--- src/rtl/cpu_pkg.sv ---
// Shared CPU constants: opcode field layout, special instructions and fetch state encoding.
package cpu_pkg;

  localparam int unsigned OPC_MSB = 15;
  localparam int unsigned OPC_LSB = 12;

  localparam logic [3:0]  OPCODE_HLT = 4'd15;
  localparam logic [15:0] NOP_INSTR  = 16'h0000;

  typedef enum logic {
    StRun    = 1'b0,
    StHalted = 1'b1
  } fetch_state_e;

  function automatic logic [3:0] opcode_of(input logic [15:0] instr);
    return instr[OPC_MSB:OPC_LSB];
  endfunction

endpackage

--- src/rtl/sat_counter.sv ---
// Width-parameterised up-counter that sticks at all-ones; asynchronous active-high reset to 0.
module sat_counter #(
  parameter int unsigned W = 32
) (
  input  logic         clk,
  input  logic         rst,
  input  logic         i_en,
  output logic [W-1:0] o_count
);

  logic [W-1:0] r_count;

  always_ff @(posedge clk or posedge rst) begin
    if (rst) begin
      r_count <= '0;
    end else if (i_en && (r_count != {W{1'b1}})) begin
      r_count <= r_count + 1'b1;
    end
  end

  assign o_count = r_count;

endmodule

--- src/rtl/fetch_stage.sv ---
// IF stage and IF/ID register: PC, redirect/stall handling and HLT.
// Define FETCH_PERF_CNT_EN to add saturating stall/flush event counters.
module fetch_stage
  import cpu_pkg::*;
#(
  parameter int unsigned      PC_W     = 16,
  parameter int unsigned      INSTR_W  = 16,
  parameter logic [PC_W-1:0]  RESET_PC = '0
) (
  input  logic               clk,
  input  logic               rst,
  input  logic               stall,
  input  logic               redirect,
  input  logic [PC_W-1:0]    redirect_pc,
  output logic [PC_W-1:0]    imem_addr,
  input  logic [INSTR_W-1:0] imem_data,
  output logic [INSTR_W-1:0] id_instr,
  output logic [PC_W-1:0]    id_pc1,
  output logic               id_valid,
  output logic               halted
`ifdef FETCH_PERF_CNT_EN
  ,
  output logic [31:0]        stall_cnt,
  output logic [31:0]        flush_cnt
`endif
);

  fetch_state_e        r_state, w_state_d;
  logic [PC_W-1:0]     r_pc, w_pc_d;
  logic [INSTR_W-1:0]  r_instr, w_instr_d;
  logic [PC_W-1:0]     r_pc1, w_pc1_d;
  logic                r_valid, w_valid_d;
  logic [PC_W-1:0]     w_pc_inc;
  logic                w_is_hlt;

  assign w_pc_inc = r_pc + 1'b1;
  assign w_is_hlt = (imem_data[OPC_MSB:OPC_LSB] == OPCODE_HLT);

  always_ff @(posedge clk or posedge rst) begin
    if (rst) begin
      r_state <= StRun;
      r_pc    <= RESET_PC;
      r_instr <= INSTR_W'(NOP_INSTR);
      r_pc1   <= '0;
      r_valid <= 1'b0;
    end else begin
      r_state <= w_state_d;
      r_pc    <= w_pc_d;
      r_instr <= w_instr_d;
      r_pc1   <= w_pc1_d;
      r_valid <= w_valid_d;
    end
  end

  always_comb begin
    w_state_d = r_state;
    w_pc_d    = r_pc;
    w_instr_d = r_instr;
    w_pc1_d   = r_pc1;
    w_valid_d = r_valid;
    if (redirect) begin
      // Stall is ignored here: whatever ID is stalling on is wrong-path.
      w_pc_d    = redirect_pc;
      w_instr_d = INSTR_W'(NOP_INSTR);
      w_valid_d = 1'b0;
      w_state_d = StRun;
    end else if (stall) begin
      w_state_d = r_state;
    end else if (r_state == StRun) begin
      w_instr_d = imem_data;
      w_pc1_d   = w_pc_inc;
      w_valid_d = 1'b1;
      if (w_is_hlt) begin
        w_state_d = StHalted;
      end else begin
        w_pc_d = w_pc_inc;
      end
    end else begin
      w_instr_d = INSTR_W'(NOP_INSTR);
      w_valid_d = 1'b0;
    end
  end

  assign imem_addr = r_pc;
  assign id_instr  = r_instr;
  assign id_pc1    = r_pc1;
  assign id_valid  = r_valid;
  assign halted    = (r_state == StHalted);

`ifdef FETCH_PERF_CNT_EN
  logic w_stall_evt;

  assign w_stall_evt = stall & ~redirect;

  sat_counter #(
    .W (32)
  ) u_stall_cnt (
    .clk     (clk),
    .rst     (rst),
    .i_en    (w_stall_evt),
    .o_count (stall_cnt)
  );

  sat_counter #(
    .W (32)
  ) u_flush_cnt (
    .clk     (clk),
    .rst     (rst),
    .i_en    (redirect),
    .o_count (flush_cnt)
  );
`endif

endmodule

--- config.mk ---
export PLATFORM = sky130hd
export DESIGN_NAME = fetch_stage
export DESIGN_NICKNAME = d
export VERILOG_FILES = /design/src/rtl/cpu_pkg.sv /design/src/rtl/sat_counter.sv /design/src/rtl/fetch_stage.sv
export SDC_FILE = /design/constraint.sdc
export NUM_CORES = 1
export LEC_CHECK = 0
export ABC_AREA = 1
export BUFFER_PORTS_ARGS = -buffer_cell sky130_fd_sc_hd__buf_2
export CAP_MARGIN = 20
export CORE_MARGIN = 4
export CORE_UTILIZATION = 51
export CTS_BUF_LIST = sky130_fd_sc_hd__clkbuf_8
export DETAILED_ROUTE_END_ITERATION = 7
export PLACE_DENSITY = 0.89
export SYNTH_ARGS = -nofsm -noshare
export SYNTH_HDL_FRONTEND = slang
export SYNTH_HIERARCHICAL = 1
export SYNTH_SLANG_ARGS = --single-unit
export TNS_END_PERCENT = 100
--- constraint.sdc ---
create_clock -name clk -period 1.5 [get_ports clk]
set_clock_uncertainty 0.05 [all_clocks]
set_input_delay 0.15 -clock clk [delete_from_list [all_inputs] [get_ports clk]]
set_output_delay 0.15 -clock clk [all_outputs]
set_load 0.01 [all_outputs]
**Yosys cells after proc, flatten, opt, wreduce, memory -nomap -nowiden**

Index checks and enable logic that the tools add are counted.

- Add/sub/neg operators: 1
- Bitwise gates (word level): 3
- Mux-type cells: 14
- Reduce and logical (&&, ||, !) cells: 2
- Equal/unequal tests: 4

Operator list:

| kind | count |
|---|---|
| $mux 16 | 7 |
| $add 16x1->16 const B | 1 |
| $mux 1 | 7 |
| $reduce_and 3->1 | 2 |
| $eq 4x4->1 const B | 1 |
| $ne 2x2->1 const B | 2 |
| $not 1->1 | 3 |
| $ne 2x1->1 const B | 1 |

- Output and inout bits: 50
- Input port bits: 36
- Logic and storage cells: 29
- Bits in registers: 50

**Depth between registers and ports, before layout**

Gate-level depths: netlist of the first run.

- Depth after elaboration: 5
- Depth in mapped cells: 9
- Mapped depth without buffers: 9

**Worst setup path before layout of the first run**

No wires, ideal clock.

- Path type: reg-to-reg
- From: reg r_pc[0], in the netlist imem_addr[0]
- To: reg r_pc1[14], in the netlist id_pc1[14]
- Required time: 1334 ps
- Stages on the path, launching flop included: 9
- Buffers on the path: 0
- Clock period less this slack: 1407 ps
- Library setup time: 116 ps
- Arrival time: 1240 ps
- Setup slack: 93 ps
- Cell sequence: dfrtp_1 ha_1 nand3_1 nor2_1 nand3_1 nand2_1 nand2_1 nand2_1 nand2_1

- Word-level cells in the longest chain between the ends: 1

Ends and longest elaborated chain:

| item | line | source |
|---|---|---|
| from (decl) | fetch_stage.sv:29 | `logic [PC_W-1:0] r_pc, w_pc_d;` |
| from (signal assigned) | fetch_stage.sv:48 | `r_pc <= w_pc_d;` |
| $add 16x1->16 | fetch_stage.sv:36 | `assign w_pc_inc = r_pc + 1'b1;` |
| to (signal assigned) | fetch_stage.sv:50 | `r_pc1 <= w_pc1_d;` |
| to (decl) | fetch_stage.sv:31 | `logic [PC_W-1:0] r_pc1, w_pc1_d;` |

Every way passes these cells.
A chain may end at the register's enable or synchronous reset.

**Worst setup path in the final report of the first run**

- From: reg r_pc[1], in the netlist imem_addr[1]
- To: reg r_pc[5], in the netlist imem_addr[5]

- Word-level cells in the longest chain between the ends: 5

Ends and longest elaborated chain:

| item | line | source |
|---|---|---|
| $add 16x1->16 | fetch_stage.sv:36 |  |
| $mux 16 | fetch_stage.sv:73 | `if (w_is_hlt) begin` |
| $mux 16 | fetch_stage.sv:69 | `end else if (r_state == StRun) begin` |
| $mux 16 | fetch_stage.sv:67 | `end else if (stall) begin` |
| $mux 16 | fetch_stage.sv:61 | `if (redirect) begin` |

Every way passes these cells. The select of a mux whose other input is x is not followed.

==> metrics.yaml, run 1 <==
sta:
  tightest_slew_ns: 0.3762
  post-route-period-util_pct: 100.4
  setup_slack_ns: -0.006491
  slew_headroom_pct: 74.90
  drv_slew: 0
  hold_slack_ns: 0.01230
  fmax_mhz: 663.8
  setup-tns-final_ns: -0.007156
  min_period_ns: 1.506
  setup_viol: 2
  hold_violations: 0
clock_tree:
  cts_max_level: 2
  clkTransAtPathRegs_ns: 0.08
  clk_path_buf_depth: 2
  cts_buffers: 5
  cts_root_buffer: "clkbuf_8"
  cts_tree: "done"
  clkLatencyLatePin_ns: 0.30
  cts_sinks: 50
critical_path:
  path_cells: "buf_4 -> nand3_1 -> nor2_1 -> xor2_1 -> nand2_1 -> nand3_1"
  rrSetupSlack_ns: -0.006
  cp-startpoint: "imem_addr[1]"
  rr_worst_depth: 6
  crit_path_start_kind: "flip-flop"
  rr_startpoint: "imem_addr[1]"
  crit_top_cell: "nand3_1"
  crit_slowest_cell: "dfrtp_1"
  worst-setup-path-type: "flip-flop to flip-flop"
  cpPeakStageDelay_ns: 0.43
  crit_required_ns: 1.69
  worstPathArrival_ns: 1.70
  worst_setup_path_end_kind: "flip-flop"
  timing.rr.end: "imem_addr[5]"
  path_max_fanout: 3
floorplanning:
  die_y_um: 77.08
  die_area_um2: 5941
  rows: 24
  initial_core_util_pct: 54.39
  io_pins: 86
  core_um2: 4474
  die_w_um: 77.08
yosys:
  netlist_instances: 291
  ys_top_cells_by_area: "dfrtp_1, nand2_1, nand3_1"
  yosysTopAreaCellShare_pct: 51.41
  yosysUniqueCellTypes: 24
  yosysMostFrequentCell: "nand2_1"
  synth_edf_count: 0
  ys_seq_area_share_pct: 51.41
  ys_ff_latch: 50
  yosysTopAreaCell: "dfrtp_1"
  ys.flop_type: "dfrtp_1"
  syn-cell-area_um2: 2434
  yosysWarnings: 6
  syn_area_per_cell_um2: 8.363
  ys_async_sr_fraction_pct: 100.0
  synth_common_cells: "nand2_1, dfrtp_1, nand3_1, inv_1, a32o_1"
  syn-num-nets: 328
grt:
  grt_pass1_vias: 2211
  track_usage_pct: 22.48
  grt_pass1_wl_mm: 10.63
  antenna_found_initial: 0
  grt_max_degree: 51
  grt_overflow: 0
finish:
  fin_util_pct: 69.91
  synthToLayoutAreaGrowth_pct: 28.53
  diodes: 0
  drive_gt1_share_pct: 32.23
  final_nets: 427
place:
  dp_hpwl_mm: 4.922
  gp_congestion: 0.9359
  dp_slack_ns: -0.008850
  io_buffers: 85
min_path:
  min_path_type: "input pin to flip-flop"
  min_from: "imem_data[9]"
  hold_end: "id_instr[9]"
  min_path_cells: 2
drt:
  drtIter0Drc: 405
  drc: 0
  vias: 2438
  wirelength_mm: 7.089
  vias_per_cell: 5.503
  detail_route.first_pass.iterations: 7
  wire_per_inst_um: 16.00
  postRouteAntennaNets: 0
power_and_ir_drop:
  irDropWorstVdd_v: 0.0005698
  p_sw_share_pct: 32.28
  pwr-share-clk_pct: 24.1
  p_leak_uw: 0.001745
  cellPowerDensity_nw_per_um2: 1055
  intPower_uw: 2236
  total_power_uw: 3301
  power_frac_comb_pct: 26.0
  p_seq_share_pct: 50.0
  power_switching_uw: 1066
status:
  violations: "negative setup slack"
  status: "finished with violations"
run:
  drv_cap: 0
==> per-layer routing <==
metal  track usage, %  wire, um  vias to the layer above
met5                0         0                        -
met4            7.829       186                        0
met3            3.864       560                       25
met2            38.15      3526                      138
met1            29.06      2816                     1136
li1                 -         -                     1139
==> final cells by class <==
cell class / count / area [um2]
clock buffers: 6 / 82.58
clock inverters: 2 / 8.758
fillers: 336 / 1346
inverters: 24 / 90.09
multi-input cells: 204 / 1037
flip-flops and latches: 50 / 1254
well taps: 52 / 65.06
repair buffers: 105 / 590.6
==> power by group through the flow <==
| stage | clock [uW] | sequential (uW) | combinational, uW |
|---|---|---|---|
| finish | 794 | 1650 | 857 |
| global route | 867 | 1670 | 931 |
| CTS | 806 | 1630 | 820 |
| detailed placement | 0 | 1660 | 814 |
| global placement | 0 | 1650 | 791 |
| floorplan | 0 | 1740 | 356 |
==> worst max-delay path, delay by kind of cell, from the launching register on <==
family	cells	cell delay, ns
buffers and inverters	1	0.15
and+or+nand+nor	4	0.50
xor gates and xnor gates	1	0.31
DFF	1	0.43
==> cell families after synthesis <==
family	share of synthesized area, %
compound gates	8.688
xor+xnor	2.519
fa+ha+maj	0.5141
buf+inv	7.095
flops	51.41
simple gates	29.77
==> registers in the layout, summed over array words and instances (netlist names) <==
name       cells
id_pc1        16
id_instr      16
id_valid       1
halted         1
imem_addr     16
==> per-stage QoR <==
step                      std cells  cell area, um2
after floorplan                 291            2434
after global placement          433            2989
after detailed placement        433            2989
after CTS                       442            3093
after global routing            443            3128
final                           443            3128
==> layout by cell type (no fill, tap or decap), types with 3 or more instances in the layout <==
| cell type | Yosys | routed |
|---|---|---|
| nor2_2 | 1 | 4 |
| nand3_1 | 33 | 32 |
| a32o_1 | 15 | 15 |
| clkbuf_8 | 0 | 6 |
| dfrtp_1 | 50 | 48 |
| inv_1 | 23 | 23 |
| o21ai_1 | 3 | 3 |
| buf_4 | 1 | 18 |
| nand4_1 | 3 | 3 |
| xor2_1 | 5 | 5 |
| nor2_1 | 14 | 11 |
| nand2_1 | 119 | 118 |
| buf_2 | 6 | 85 |
==> worst max path at each step <==
stage	cells past startpoint	slack, ns	end
final	6	-0.006	imem_addr[5]
after global routing	7	-0.07	id_pc1[15]
after CTS	8	0.02	id_pc1[14]
after detailed placement	8	-0.009	id_pc1[14]
after global placement	8	0.09	imem_addr[14]
after floorplan	8	0.09	id_pc1[14]
==> what timing repair did <==
| action | in CTS | in global routing |
|---|---|---|
| resized for setup | 1 | 8 |
| setup buffers | 0 | 1 |
| setup endpoints to repair | 3 | 16 |
| endpoints found under the hold margin | 50 | 0 |
| pin swaps | 0 | 1 |
| hold buffers | 1 | 0 |
No activity file was read; power rests on OpenSTA's default activity.
==> run 2, diff against run 1 <==
Settings changed: ABC_AREA 1 to not set, PLACE_DENSITY 0.89 to 0.9, SYNTH_HIERARCHICAL 1 to not set.
==> metrics.yaml, run 2 <==
power_and_ir_drop:
  power_switching_uw: 1095
  total_power_uw: 3375
  p_seq_share_pct: 48.5
  intPower_uw: 2279
  pwr-share-clk_pct: 23.0
  power_frac_comb_pct: 28.5
  cellPowerDensity_nw_per_um2: 967.0
  irDropWorstVdd_v: 0.0006420
  p_leak_uw: 0.001636
  p_sw_share_pct: 32.46
finish:
  drive_gt1_share_pct: 48.33
  final_cell_mix: "buf_2, dfrtp_1, buf_4"
  layout_commonest_cell: "buf_2"
  diodes: 0
  final_cells: 412
  synthToLayoutAreaGrowth_pct: 44.88
  final_nets: 397
floorplanning:
  initial_core_util_pct: 53.83
  core_um2: 4474
  die_area_um2: 5886
  die_w_um: 76.72
  rows: 24
  die_y_um: 76.72
  io_pins: 86
yosys:
  ys_top_cells_by_area: "dfrtp_1, a22o_1, xnor2_1"
  syn_area_per_cell_um2: 10.43
  synth_edf_count: 0
  yosysMostFrequentCell: "dfrtp_1"
  yosysWarnings: 0
  synth_common_cells: "dfrtp_1, nor2_1, nand2_1, a22o_1"
  yosysTopAreaCellShare_pct: 51.95
  ys_ff_latch: 50
  ys.flop_type: "dfrtp_1"
  yosysUniqueCellTypes: 40
  netlist_instances: 231
  syn-cell-area_um2: 2409
  yosysTopAreaCell: "dfrtp_1"
  ys_seq_area_share_pct: 51.95
  ys_async_sr_fraction_pct: 100.0
  syn-num-nets: 268
sta:
  setup-tns-final_ns: -1.001
  rsz0062_at_grt: "true"
  tightest_slew_ns: 0.3526
  post-route-period-util_pct: 109.4
  fmax_mhz: 609.5
  drv_slew: 0
  setup_viol: 13
  slew_headroom_pct: 76.42
  min_period_ns: 1.641
  setup_slack_ns: -0.1408
  hold_violations: 0
status:
  status: "finished with violations"
  violations: "negative setup slack"
critical_path:
  critPathTopFamily: "simple AND/OR/NAND/NOR gates"
  path_cells: "buf_6 -> nand3_2 -> buf_4 -> nor3_1 -> xnor2_1 -> a21oi_1"
  worst_setup_path_end_kind: "flip-flop"
  path_max_fanout: 4
  worst-setup-path-type: "flip-flop to flip-flop"
  worstPathArrival_ns: 1.79
  path_buf_inv: 2
  cpPeakStageDelay_ns: 0.40
  crit_path_start_kind: "flip-flop"
  crit_slowest_cell: "dfrtp_1"
  crit_required_ns: 1.65
grt:
  grt_max_degree: 51
  grt_overflow: 0
  antenna_found_initial: 0
  grt_pass1_vias: 2350
  grt_pass1_wl_mm: 11.43
  track_usage_pct: 24.57
min_path:
  min_path_type: "input pin to flip-flop"
drt:
  postRouteAntennaNets: 0
  drtIter0Drc: 178
  drc: 0
  wire_per_inst_um: 17.93
  vias: 2352
  vias_per_cell: 5.709
  detail_route.first_pass.iterations: 5
  wirelength_mm: 7.386
clock_tree:
  clk_path_buf_depth: 2
  cts_root_buffer: "clkbuf_8"
  clkLatencyLatePin_ns: 0.31
  cts_sinks: 50
  clkTransAtPathRegs_ns: 0.09
  cts_max_level: 2
  cts_buffers: 5
  cts_tree: "done"
place:
  dp_hpwl_mm: 4.878
  dp_cells: 394
  gp_congestion: 0.8891
  dp_slack_ns: -0.1256
  io_buffers: 85
run:
  drv_cap: 0
==> run 2: cell count changes in the layout (fill, tap and decap cells not counted), sizes merged, moves of 15 or more <==
cell	change
buf	+29
a32o	-15
nand3	-25
inv	-23
a21oi	+15
a22o	+16
nand2	-103
==> run 2: tightest hold or removal path, cell delays in order <==
cell,delay [ns]
buf_2,0.07
nand2_1,0.04
o21ai_0,0.06
==> run 2: path summary, 6_finish.rpt <==
path | from | cells past startpoint | end | slack, ns
hold reg to reg | id_instr[15] | 1 | id_instr[15] | 0.45
setup reg to reg | imem_addr[6] | 6 | id_pc1[11] | -0.14
min in group asynchronous | rst | 4 | id_instr[13] | 0.38
setup / recovery | imem_addr[6] | 6 | id_pc1[11] | -0.14
hold / removal | redirect_pc[6] | 3 | imem_addr[6] | 0.005
max in group asynchronous | rst | 4 | imem_addr[1] | 0.78
==> run 2: layout make-up <==
class / instances / area, um2
multi-input cells: 163 / 1216
clock inverters: 2 / 15.01
well taps: 52 / 65.06
clock buffers: 5 / 68.82
fillers: 270 / 984.7
inverters: 2 / 7.507
repair buffers: 138 / 859.6
flip-flops and latches: 50 / 1257
==> run 2: power groups by stage <==
stage | registers [uW] | logic (uW) | clock network (uW)
after floorplan | 1730 | 370 | 0
after global placement | 1630 | 859 | 0
after detailed placement | 1650 | 880 | 0
after CTS | 1620 | 913 | 775
after global routing | 1660 | 1040 | 825
final | 1640 | 962 | 775
==> run 2: layer usage <==
metal / global-route usage [%] / vias to the layer above / routed length [um]
met5: 0 / - / 0
met4: 12.68 / 0 / 250
met3: 6.323 / 28 / 593
met2: 39.02 / 139 / 3509
met1: 30.90 / 1100 / 3033
li1: - / 1085 / -
==> run 2: cell families after synthesis <==
family / after synthesis / synth area share, %
flops: 50 / 51.95
fa+ha+maj: 1 / 0.5194
simple gates: 84 / 19.53
compound gates: 52 / 14.39
buf+inv: 18 / 3.896
mux: 4 / 1.714
xor+xnor: 22 / 8.000
==> run 2: metrics by stage <==
step           cell area [um2]  util [%]  hold slack, ns
2_1_floorplan             2460         -          0.2199
3_3_place_gp              3178     71.03          0.1570
3_5_place_dp              3178     71.03          0.1646
4_1_cts                   3373     75.39        0.006843
5_1_grt                   3490     77.99        0.005702
6_report                  3490     77.99        0.005065
==> run 2: timing repair <==
item,4_1_cts,5_1_grt
setup endpoints to repair,15,25
setup buffers,2,3
hold buffers,5,0
pin swaps,2,6
resized for setup,9,18
hold endpoints to repair,54,0
==> run 3, diff against run 2 <==
Settings changed: SKIP_CTS_REPAIR_TIMING set to 1.
==> metrics.yaml, run 3 (synthesis gave the netlist of run 2 again) <==
drt:
  postRouteAntennaNets: 0
  wirelength_mm: 7.181
  detail_route.first_pass.iterations: 4
  vias: 2375
  drtIter0Drc: 167
  drc: 0
  vias_per_cell: 5.821
  wire_per_inst_um: 17.60
floorplanning:
  rows: 24
  die_y_um: 76.72
  initial_core_util_pct: 53.83
  io_pins: 86
  die_w_um: 76.72
  die_area_um2: 5886
  core_um2: 4474
sta:
  setup_slack_ns: -0.1076
  hold_slack_ns: -0.002319
  tightest_slew_ns: 0.3429
  slew_headroom_pct: 77.08
  hold_violations: 2
  setup_viol: 11
  fmax_mhz: 622.1
  post-route-period-util_pct: 107.2
  drv_slew: 0
  min_period_ns: 1.608
  rsz0062_at_grt: "true"
clock_tree:
  clk_path_buf_depth: 2
  clkTransAtPathRegs_ns: 0.09
  cts_root_buffer: "clkbuf_8"
  cts_sinks: 50
  cts_max_level: 2
  cts_tree: "done"
  cts_buffers: 5
  clkLatencyLatePin_ns: 0.31
place:
  gp_congestion: 0.8891
  io_buffers: 85
  dp_hpwl_mm: 4.878
run:
  drv_cap: 0
finish:
  final_nets: 393
  drive_gt1_share_pct: 47.19
  fin_util_pct: 76.51
  synthToLayoutAreaGrowth_pct: 42.13
  ff_latch_area_um2: 1256
  nFillCells: 293
  final_cell_mix: "buf_2, dfrtp_1, buf_4"
  layout_commonest_cell: "buf_2"
  multi_input_area_um2: 1187
  diodes: 0
critical_path:
  path_buf_inv: 0
  path_cells: "and4_4 -> nand4_4 -> o31a_2 -> o31a_1"
  crit_path_start_kind: "flip-flop"
  crit_required_ns: 1.65
  rrSetupSlack_ns: -0.11
  path_max_fanout: 8
  critPathTopFamily: "compound AO/OA/AOI/OAI gates"
  worst_setup_path_end_kind: "flip-flop"
  worst-setup-path-type: "flip-flop to flip-flop"
  worstPathArrival_ns: 1.76
  crit_slowest_cell: "dfrtp_2"
  cpPeakStageDelay_ns: 0.44
grt:
  antenna_found_initial: 0
  grt_overflow: 0
  grt_pass1_vias: 2224
  grt_max_degree: 51
  track_usage_pct: 23.14
  grt_pass1_wl_mm: 10.90
power_and_ir_drop:
  p_leak_uw: 0.001595
  irDropWorstVdd_v: 0.0006153
  cellPowerDensity_nw_per_um2: 982.3
status:
  violations: "negative hold slack, negative setup slack"
  status: "finished with violations"
min_path:
  min_path_type: "input pin to flip-flop"
-- run 3: cell type report --
class                      count  share of cell area (%)
clock buffer                   5                   2.010
clock inverter                 2                  0.4386
inverter                       2                  0.2193
multi-input combinational    163                   34.69
sequential                    50                   36.70
tap                           52                   1.901
timing repair buffer         134                   24.05
-- run 3: through the flow --
stage	worst slack, ns	cell area (um2)	std cells	power (uW)	TNS [ns]
global placement	-0.01409	3178	394	2492	-0.03477
floorplan	-0.1475	2460	231	2100	-0.6233
detailed placement	-0.1256	3178	394	2528	-1.989
finish	-0.1076	3423	408	3363	-0.4300
CTS	-0.1237	3262	401	3284	-0.7372
global route	-0.1625	3423	408	3521	-1.616
-- run 3: routing by layer --
layer,global-route usage (%),routed length (um),vias to the layer above
li1,-,-,1078
met1,30.60,3012,1151
met2,36.67,3482,131
met3,5.972,541,15
met4,8.514,145,0
met5,0,0,-
-- run 3: power breakdown --
part           switching, uW  internal [uW]  total [uW]
clock                    451            319         770
combinational            508            451         959
sequential               122           1510        1630
total                   1080           2280        3360
-- run 3: path summary, 6_finish.rpt --
kind	to	cells past startpoint	start
setup / recovery	imem_addr[13]	4	imem_addr[1]
hold / removal	imem_addr[3]	3	redirect_pc[3]
setup reg to reg	imem_addr[13]	4	imem_addr[1]
hold reg to reg	id_instr[2]	1	id_instr[2]
max in group asynchronous	imem_addr[1]	4	rst
min in group asynchronous	id_instr[13]	4	rst
-- run 3: worst register-to-register path, stage by stage (launching register included) --
cell and delay [ns]:
dfrtp_2 0.44, and4_4 0.26, nand4_4 0.16, o31a_2 0.33
o31a_1 0.27
